$ cat src/rtl/reservation_station_pkg.sv
// Shared definitions for the reservation station slice.
// Contents: operand/op/tag widths, default sizing, op codes and the
// per-entry storage record.
package reservation_station_pkg;

  localparam int unsigned OP_SIZE_LOG         = 5;
  localparam int unsigned ROB_SIZE_LOG        = 4;
  localparam int unsigned RS_SIZE_DEFAULT     = 16;
  localparam int unsigned RS_SIZE_LOG_DEFAULT = 4;

  typedef enum logic [OP_SIZE_LOG-1:0] {
    OP_NOP, OP_ADD, OP_SUB, OP_AND, OP_OR, OP_XOR, OP_SLL, OP_SRL, OP_SRA,
    OP_SLT, OP_SLTU, OP_ADDI, OP_LUI, OP_AUIPC, OP_JAL, OP_JALR,
    OP_BEQ, OP_BNE, OP_BLT, OP_BGE, OP_BLTU, OP_BGEU
  } op_e;

  typedef struct packed {
    logic                    valid;
    logic [OP_SIZE_LOG-1:0]  op;
    logic [31:0]             vj;
    logic [31:0]             vk;
    logic [ROB_SIZE_LOG-1:0] qj;
    logic [ROB_SIZE_LOG-1:0] qk;
    logic                    rj;
    logic                    rk;
    logic [31:0]             imm;
    logic [31:0]             pc;
    logic [ROB_SIZE_LOG-1:0] robid;
  } rs_entry_t;

endpackage

$ cat src/rtl/reservation_station_select.sv
// Priority picker used by the reservation station, both for the dispatch
// choice and for the lowest-free-slot search.
// Picks the requesting entry with the largest age; ties (including an
// all-zero age vector) go to the lowest index.
// Ports:
//   i_req   [N]     request vector
//   i_age   [N][W]  per-entry age (tie to '0 for plain lowest-index)
//   o_found         at least one request
//   o_idx   [W]     selected index (0 when none)
module rs_select
  import reservation_station_pkg::*;
#(
  parameter int unsigned N = 16,
  parameter int unsigned W = 4
) (
  input  logic [N-1:0]        i_req,
  input  logic [N-1:0][W-1:0] i_age,
  output logic                o_found,
  output logic [W-1:0]        o_idx
);

  logic [W-1:0] w_best_age;

  always_comb begin
    o_found    = 1'b0;
    o_idx      = '0;
    w_best_age = '0;
    for (int unsigned i = 0; i < N; i++) begin
      // Strictly greater keeps the earlier (lower) index on a tie.
      if (i_req[i] && (!o_found || (i_age[i] > w_best_age))) begin
        o_found    = 1'b1;
        o_idx      = W'(i);
        w_best_age = i_age[i];
      end
    end
  end

endmodule

$ cat src/rtl/reservation_station.sv
// Reservation station for non-memory ops: accepts renamed ops from issue,
// wakes waiting operands from the ALU and LSB CDBs, and dispatches one
// fully-ready op per cycle to the ALU. Cleared by rob_flush.
// Optional build macro RS_AGE_SELECT_EN: dispatch the oldest ready entry
// (saturating per-entry age); otherwise dispatch the lowest-index ready entry.
// Ports:
//   clk, rst, rdy                      clock, sync active-high reset, global enable
//   rs_send_enable, op_type, vj, vk,   issue strobe and renamed op
//   qj, qk, rj, rk, imm, pc, send_robid
//   rs_full                            no free entry (combinational)
//   alu_cdb_*, lsb_cdb_*               broadcast buses
//   rob_flush                          misprediction clear
//   alu_en, alu_op, alu_vj, alu_vk,    registered dispatch to the ALU
//   alu_imm, alu_pc, alu_robid
module reservation_station
  import reservation_station_pkg::*;
#(
  parameter int unsigned RS_SIZE     = RS_SIZE_DEFAULT,
  parameter int unsigned RS_SIZE_LOG = RS_SIZE_LOG_DEFAULT
) (
  input  logic                    clk,
  input  logic                    rst,
  input  logic                    rdy,
  input  logic                    rs_send_enable,
  input  logic [OP_SIZE_LOG-1:0]  op_type,
  input  logic [31:0]             vj,
  input  logic [31:0]             vk,
  input  logic [ROB_SIZE_LOG-1:0] qj,
  input  logic [ROB_SIZE_LOG-1:0] qk,
  input  logic                    rj,
  input  logic                    rk,
  input  logic [31:0]             imm,
  input  logic [31:0]             pc,
  input  logic [ROB_SIZE_LOG-1:0] send_robid,
  output logic                    rs_full,
  input  logic                    alu_cdb_valid,
  input  logic [ROB_SIZE_LOG-1:0] alu_cdb_robid,
  input  logic [31:0]             alu_cdb_value,
  input  logic                    lsb_cdb_valid,
  input  logic [ROB_SIZE_LOG-1:0] lsb_cdb_robid,
  input  logic [31:0]             lsb_cdb_value,
  input  logic                    rob_flush,
  output logic                    alu_en,
  output logic [OP_SIZE_LOG-1:0]  alu_op,
  output logic [31:0]             alu_vj,
  output logic [31:0]             alu_vk,
  output logic [31:0]             alu_imm,
  output logic [31:0]             alu_pc,
  output logic [ROB_SIZE_LOG-1:0] alu_robid
);

  rs_entry_t r_ent [RS_SIZE];

  logic [RS_SIZE-1:0]                  w_valid;
  logic [RS_SIZE-1:0]                  w_ready;
  logic [RS_SIZE-1:0][RS_SIZE_LOG-1:0] w_disp_age;
  logic                                w_free_found;
  logic [RS_SIZE_LOG-1:0]              w_free_idx;
  logic                                w_disp_found;
  logic [RS_SIZE_LOG-1:0]              w_disp_idx;
  logic                                w_do_issue;
  rs_entry_t                           w_new;

  // Start-of-cycle views: entries written this cycle are not visible to
  // either the free search or the dispatch choice until the next edge.
  always_comb begin
    w_valid = '0;
    w_ready = '0;
    for (int unsigned i = 0; i < RS_SIZE; i++) begin
      w_valid[i] = r_ent[i].valid;
      w_ready[i] = r_ent[i].valid && r_ent[i].rj && r_ent[i].rk;
    end
  end

  assign rs_full    = &w_valid;
  assign w_do_issue = rs_send_enable && w_free_found;

  rs_select #(.N(RS_SIZE), .W(RS_SIZE_LOG)) u_free_sel (
    .i_req   (~w_valid),
    .i_age   ('0),
    .o_found (w_free_found),
    .o_idx   (w_free_idx)
  );

  rs_select #(.N(RS_SIZE), .W(RS_SIZE_LOG)) u_disp_sel (
    .i_req   (w_ready),
    .i_age   (w_disp_age),
    .o_found (w_disp_found),
    .o_idx   (w_disp_idx)
  );

  // Incoming op with same-cycle CDB bypass on unresolved operands.
  always_comb begin
    w_new       = '0;
    w_new.valid = 1'b1;
    w_new.op    = op_type;
    w_new.vj    = vj;
    w_new.vk    = vk;
    w_new.qj    = qj;
    w_new.qk    = qk;
    w_new.rj    = rj;
    w_new.rk    = rk;
    w_new.imm   = imm;
    w_new.pc    = pc;
    w_new.robid = send_robid;
    if (!rj) begin
      if (alu_cdb_valid && (qj == alu_cdb_robid)) begin
        w_new.rj = 1'b1;
        w_new.vj = alu_cdb_value;
      end else if (lsb_cdb_valid && (qj == lsb_cdb_robid)) begin
        w_new.rj = 1'b1;
        w_new.vj = lsb_cdb_value;
      end
    end
    if (!rk) begin
      if (alu_cdb_valid && (qk == alu_cdb_robid)) begin
        w_new.rk = 1'b1;
        w_new.vk = alu_cdb_value;
      end else if (lsb_cdb_valid && (qk == lsb_cdb_robid)) begin
        w_new.rk = 1'b1;
        w_new.vk = lsb_cdb_value;
      end
    end
  end

`ifdef RS_AGE_SELECT_EN
  logic [RS_SIZE-1:0][RS_SIZE_LOG-1:0] r_age;

  assign w_disp_age = r_age;

  always_ff @(posedge clk) begin
    if (rst) begin
      r_age <= '0;
    end else if (rdy && !rob_flush) begin
      for (int unsigned i = 0; i < RS_SIZE; i++) begin
        if (w_do_issue && (w_free_idx == RS_SIZE_LOG'(i))) begin
          r_age[i] <= '0;
        end else if (r_ent[i].valid && (r_age[i] != '1)) begin
          r_age[i] <= r_age[i] + 1'b1;
        end
      end
    end
  end
`else
  assign w_disp_age = '0;
`endif

  always_ff @(posedge clk) begin
    if (rst) begin
      for (int unsigned i = 0; i < RS_SIZE; i++) begin
        r_ent[i] <= '0;
      end
      alu_en    <= 1'b0;
      alu_op    <= '0;
      alu_vj    <= '0;
      alu_vk    <= '0;
      alu_imm   <= '0;
      alu_pc    <= '0;
      alu_robid <= '0;
    end else if (!rdy) begin
      alu_en <= 1'b0;
    end else if (rob_flush) begin
      for (int unsigned i = 0; i < RS_SIZE; i++) begin
        r_ent[i].valid <= 1'b0;
      end
      alu_en <= 1'b0;
    end else begin
      // Wakeup touches only waiting operands of valid entries, so it never
      // collides with the dispatched (already ready) or the newly issued slot.
      for (int unsigned i = 0; i < RS_SIZE; i++) begin
        if (r_ent[i].valid && !r_ent[i].rj) begin
          if (alu_cdb_valid && (r_ent[i].qj == alu_cdb_robid)) begin
            r_ent[i].rj <= 1'b1;
            r_ent[i].vj <= alu_cdb_value;
          end else if (lsb_cdb_valid && (r_ent[i].qj == lsb_cdb_robid)) begin
            r_ent[i].rj <= 1'b1;
            r_ent[i].vj <= lsb_cdb_value;
          end
        end
        if (r_ent[i].valid && !r_ent[i].rk) begin
          if (alu_cdb_valid && (r_ent[i].qk == alu_cdb_robid)) begin
            r_ent[i].rk <= 1'b1;
            r_ent[i].vk <= alu_cdb_value;
          end else if (lsb_cdb_valid && (r_ent[i].qk == lsb_cdb_robid)) begin
            r_ent[i].rk <= 1'b1;
            r_ent[i].vk <= lsb_cdb_value;
          end
        end
      end

      if (w_disp_found) begin
        alu_en                 <= 1'b1;
        alu_op                 <= r_ent[w_disp_idx].op;
        alu_vj                 <= r_ent[w_disp_idx].vj;
        alu_vk                 <= r_ent[w_disp_idx].vk;
        alu_imm                <= r_ent[w_disp_idx].imm;
        alu_pc                 <= r_ent[w_disp_idx].pc;
        alu_robid              <= r_ent[w_disp_idx].robid;
        r_ent[w_disp_idx].valid <= 1'b0;
      end else begin
        alu_en <= 1'b0;
      end

      if (w_do_issue) begin
        r_ent[w_free_idx] <= w_new;
      end
    end
  end

endmodule

$ cat config.mk
export PLATFORM = sky130hd
export DESIGN_NAME = reservation_station
export DESIGN_NICKNAME = d
export VERILOG_FILES = /design/src/rtl/reservation_station_pkg.sv /design/src/rtl/reservation_station_select.sv /design/src/rtl/reservation_station.sv
export SDC_FILE = /design/constraint.sdc
export NUM_CORES = 2
export LEC_CHECK = 0
export BUFFER_PORTS_ARGS = -buffer_cell sky130_fd_sc_hd__buf_4
export CORE_ASPECT_RATIO = 1.1
export CORE_MARGIN = 5
export CORE_UTILIZATION = 47
export CTS_CLUSTER_DIAMETER = 80
export DETAILED_ROUTE_END_ITERATION = 6
export GPL_ROUTABILITY_DRIVEN = 0
export MAX_ROUTING_LAYER = met4
export SLEW_MARGIN = 20
export SYNTH_ARGS = -nofsm -noshare
export SYNTH_HDL_FRONTEND = slang
export SYNTH_SLANG_ARGS = --single-unit
export TNS_END_PERCENT = 20
$ cat constraint.sdc
create_clock -name clk -period 13.7 [get_ports clk]
set_input_delay 2.74 -clock clk [delete_from_list [all_inputs] [get_ports clk]]
set_output_delay 2.74 -clock clk [all_outputs]
set_load 0.05 [all_outputs]
==> impl_metrics.tcl <==
set metrics [dict create \
    die_area_um2 279000 \
    routedWlPerCell_um 34.2 \
    min_path_type "reg -> reg" \
    die_w_um 504 \
    switchingPower_mw 4.03 \
    die_y_um 553 \
    dp_hpwl_mm 261 \
    setup_viol 0 \
    cts.sinks 2506 \
    synth_xor_xnor_area_share 0.0189 \
    grt.total_usage 0.340 \
    clkSlewWorstSetupHoldPaths_ps 60 \
    crit_buf_inv 6 \
    slew_headroom 0.168 \
    synth-edff-count 2332 \
    drt-initial-drc-count 13600 \
    path_cells "buf_4 > inv_8 > and2_1 > buf_4 > nand4_1 > nor2_4 > buf_4 > buf_4 > nand2_4 > buf_4 > o21ai_0" \
    finalHoldViolCount 0 \
    yosysUniqueCellTypes 67 \
    drc 1 \
    grt_max_degree 138 \
    syn_area_um2 126000 \
    numCtsBuffers 285 \
    finalClockSkew_ps 49.8 \
    critPathMaxFanout 94 \
    drt_pre_antenna_iters 7 \
    synthAdderAreaFrac 0 \
    period_share 0.546 \
    p_int_mw 13.3 \
    cp.arrival_ps 8150 \
    core_area_um2 267000 \
    worst_path_largest_cell_delay_ps 830 \
    tritoncts "yes" \
    drive_gt1_frac 0.152 \
    worst_pin_slew_ps 1240 \
    dpl_worst_slack_ps 5490 \
    path_delay_family "buffers and inverters" \
    synth-compound-area-share 0.139 \
    hold-path-cell-count 2 \
    synth_flop_cell "edfxtp_1" \
    power_frac_seq 0.508 \
    clockBufferDepth 4 \
    p_per_area_nw_per_um2 123 \
    worst_path_most_repeated_cell "buf_4" \
    cp-end-kind "flip-flop" \
    finalSetupTns_ps 0 \
    antenna_found_initial 35 \
    synthCells 10600 \
    syn_to_final_growth_pct 11.2 \
    max_freq_mhz 134 \
    startpoint "rst" \
    clock_latency_ps 880 \
    fin_nets 10500 \
    r2r-start "r_ent[2][147]" \
    ys.warnings.count 0 \
    r2r_slack_ps 7290 \
    swShare 0.233 \
    postCtsHoldBufs 0 \
    peakVddDrop_v 0.0000910 \
    setup_ws_ps 6220 \
    num_rows 199 \
    viasPerCell 6.82 \
    required_ps 14380 \
    vias 95500 \
    root_buffer "clkbuf_16" \
    grt_overflow 0 \
    pwr-share-comb 0.060 \
    post_cts_resized 0 \
    critPathSlowestCell "buf_4" \
    syn_area_per_cell_um2 11.9 \
    rsz0062_at_grt "false" \
    syn_nets 10800 \
    status "complete, but fails checks" \
    ios 365 \
    worstHoldStart "alu_vj[7]" \
    ys_seq_area_frac 0.583 \
    wirelength_mm 479 \
    grt_pass1_wl_mm 679 \
    grt_pass1_vias 94200 \
    r2r_cells 10 \
    start_util 0.472 \
    slew_viol_final 0 \
    clock_power_share 0.433 \
    worstSetupStartpointType "primary input" \
    synth-simple-area-share 0.109 \
    port-buffer-count 364 \
    ys_ff_latch 2506 \
    drtAntennaViolNets 0 \
    violations "design-rule violations" \
    r2r-end "alu_vk[31]" \
    async_flop_share 0 \
    critPathKind "in -> reg" \
    max_cap_viol_count 0 \
    holdPathEnd "alu_vj[7]" \
    post_cts_buffers 0 \
    synth_top_family_by_area "compound AO/OA/AOI/OAI gates" \
    cellLeakagePower_nw 54.7 \
    synth_mux_area_frac 0.107 \
    min_period_ps 7480 \
    htree_levels 5 \
]
-- worst reg2reg max path, stage by stage, from the launching register on --
cell and delay, ps:
dfxtp_1 560, and3_1 240, o21ai_0 80, o21ai_0 790, o311a_4 1100, buf_12 840, buf_12 1000, mux2i_1 420
o22ai_1 110, nor4_2 1030, nor2_1 70
-- area by class of cell --
cell class	instances	area, um^2
fillers	22700	127000
flip-flops and latches	2506	73500
multi-input cells	6800	48300
clock buffers	389	7900
repair buffers	632	4910
well taps	3517	4400
clock inverters	113	971
inverters	19	129
diodes	32	80.1
-- registers in the layout (all words and copies together) (netlist names) --
signal / cells
r_ent: 2368
alu_robid: 4
alu_imm: 32
alu_en: 1
alu_vj: 32
alu_pc: 32
alu_vk: 32
alu_op: 5
-- power by group through the flow --
stage | clock network (mW) | logic (mW) | registers, mW
floorplan | 0 | 0.558 | 8.92
global placement | 0 | 0.973 | 8.92
detailed placement | 0 | 0.999 | 8.94
CTS | 7.53 | 1.00 | 8.78
global route | 7.84 | 1.07 | 8.81
finish | 7.48 | 1.03 | 8.78
-- cell usage in the layout, fill, tap and decap left out, types with 12 or more instances in the layout --
cell | netlist | final
diode_2 | 0 | 32
nand2_1 | 291 | 260
nand2_4 | 0 | 17
o22ai_1 | 611 | 575
and2_1 | 976 | 976
and3_1 | 353 | 333
nand3_2 | 1 | 12
o211ai_1 | 32 | 32
nor4_1 | 201 | 161
a221oi_1 | 137 | 137
a31o_2 | 61 | 61
clkinv_1 | 1 | 44
xor2_1 | 135 | 135
dfxtp_1 | 174 | 174
nor4_2 | 5 | 40
mux2i_1 | 1091 | 1091
clkbuf_8 | 0 | 23
inv_6 | 0 | 19
a21oi_1 | 300 | 299
nand2_2 | 0 | 14
buf_4 | 10 | 616
bufinv_16 | 0 | 15
clkinv_2 | 0 | 38
a22oi_1 | 627 | 627
o22a_1 | 64 | 64
o21ai_0 | 661 | 660
nor2b_1 | 25 | 23
clkbuf_1 | 987 | 74
edfxtp_1 | 2332 | 2332
nor2_1 | 261 | 252
and3_2 | 0 | 19
clkbuf_16 | 0 | 292
o21ai_1 | 133 | 133
nor3_1 | 30 | 21
o21ai_2 | 64 | 64
o22ai_2 | 0 | 36
mux2_2 | 232 | 232
xnor2_1 | 137 | 137
nand3_1 | 282 | 270
-- kinds of logic (layout without fill, tap and decap cells) --
group / after synthesis / in the layout
compound gates: 2734 / 2734
flops: 2506 / 2506
simple gates: 2471 / 2471
mux: 1323 / 1323
buf+inv: 1293 / 1153
xor+xnor: 272 / 272
other cells: 0 / 32
-- worst max path at each step --
stage | endpoint | slack, ps | depth (start not counted)
2_1_floorplan | r_ent[12][100] | 5460 | 7
3_3_place_gp | r_ent[7][81] | 5500 | 11
3_5_place_dp | r_ent[2][81] | 5490 | 10
4_1_cts | r_ent[2][81] | 6420 | 10
5_1_grt | r_ent[9][128] | 6120 | 11
6_report | r_ent[8][133] | 6220 | 11
-- through the flow --
step / instances / hold slack, ps / util / area [um^2] / power [mW]
floorplan: 10600 / 488 / - / 126000 / 9.48
global placement: 13500 / 484 / 0.490 / 131000 / 9.90
detailed placement: 13500 / 493 / 0.490 / 131000 / 9.94
CTS: 14000 / 506 / 0.524 / 140000 / 17.3
global route: 14000 / 527 / 0.525 / 140000 / 17.7
finish: 14000 / 501 / 0.525 / 140000 / 17.3
-- per-layer routing --
layer	share of wire	routed length (um)	track usage	up-vias
li1	-	-	-	39600
met1	0.37	177000	0.414	47800
met2	0.46	221000	0.527	6440
met3	0.11	52400	0.0809	1608
met4	0.061	29100	0.181	0
met5	0	0	-	-
-- cells in the mapped netlist, types with 18 or more instances --
cell type	n	area (um^2)
a21oi_1	300	1500
a221oi_1	137	1200
a22oi_1	627	4710
a31o_2	61	534
and2_1	976	6110
and3_1	353	2210
buf_1	34	128
buf_2	220	1100
buf_6	23	259
clkbuf_1	987	3700
dfxtp_1	174	3480
edfxtp_1	2332	70000
inv_1	18	67.6
mux2_2	232	2610
mux2i_1	1091	10900
nand2_1	291	1090
nand3_1	282	1410
nor2_1	261	980
nor2b_1	25	156
nor3_1	30	150
nor4_1	201	1260
o211ai_1	32	240
o21ai_0	661	3310
o21ai_1	133	666
o21ai_2	64	561
o22a_1	64	561
o22ai_1	611	3820
xnor2_1	137	1200
xor2_1	135	1180
Note: power is estimated with default switching activity, not from simulation.
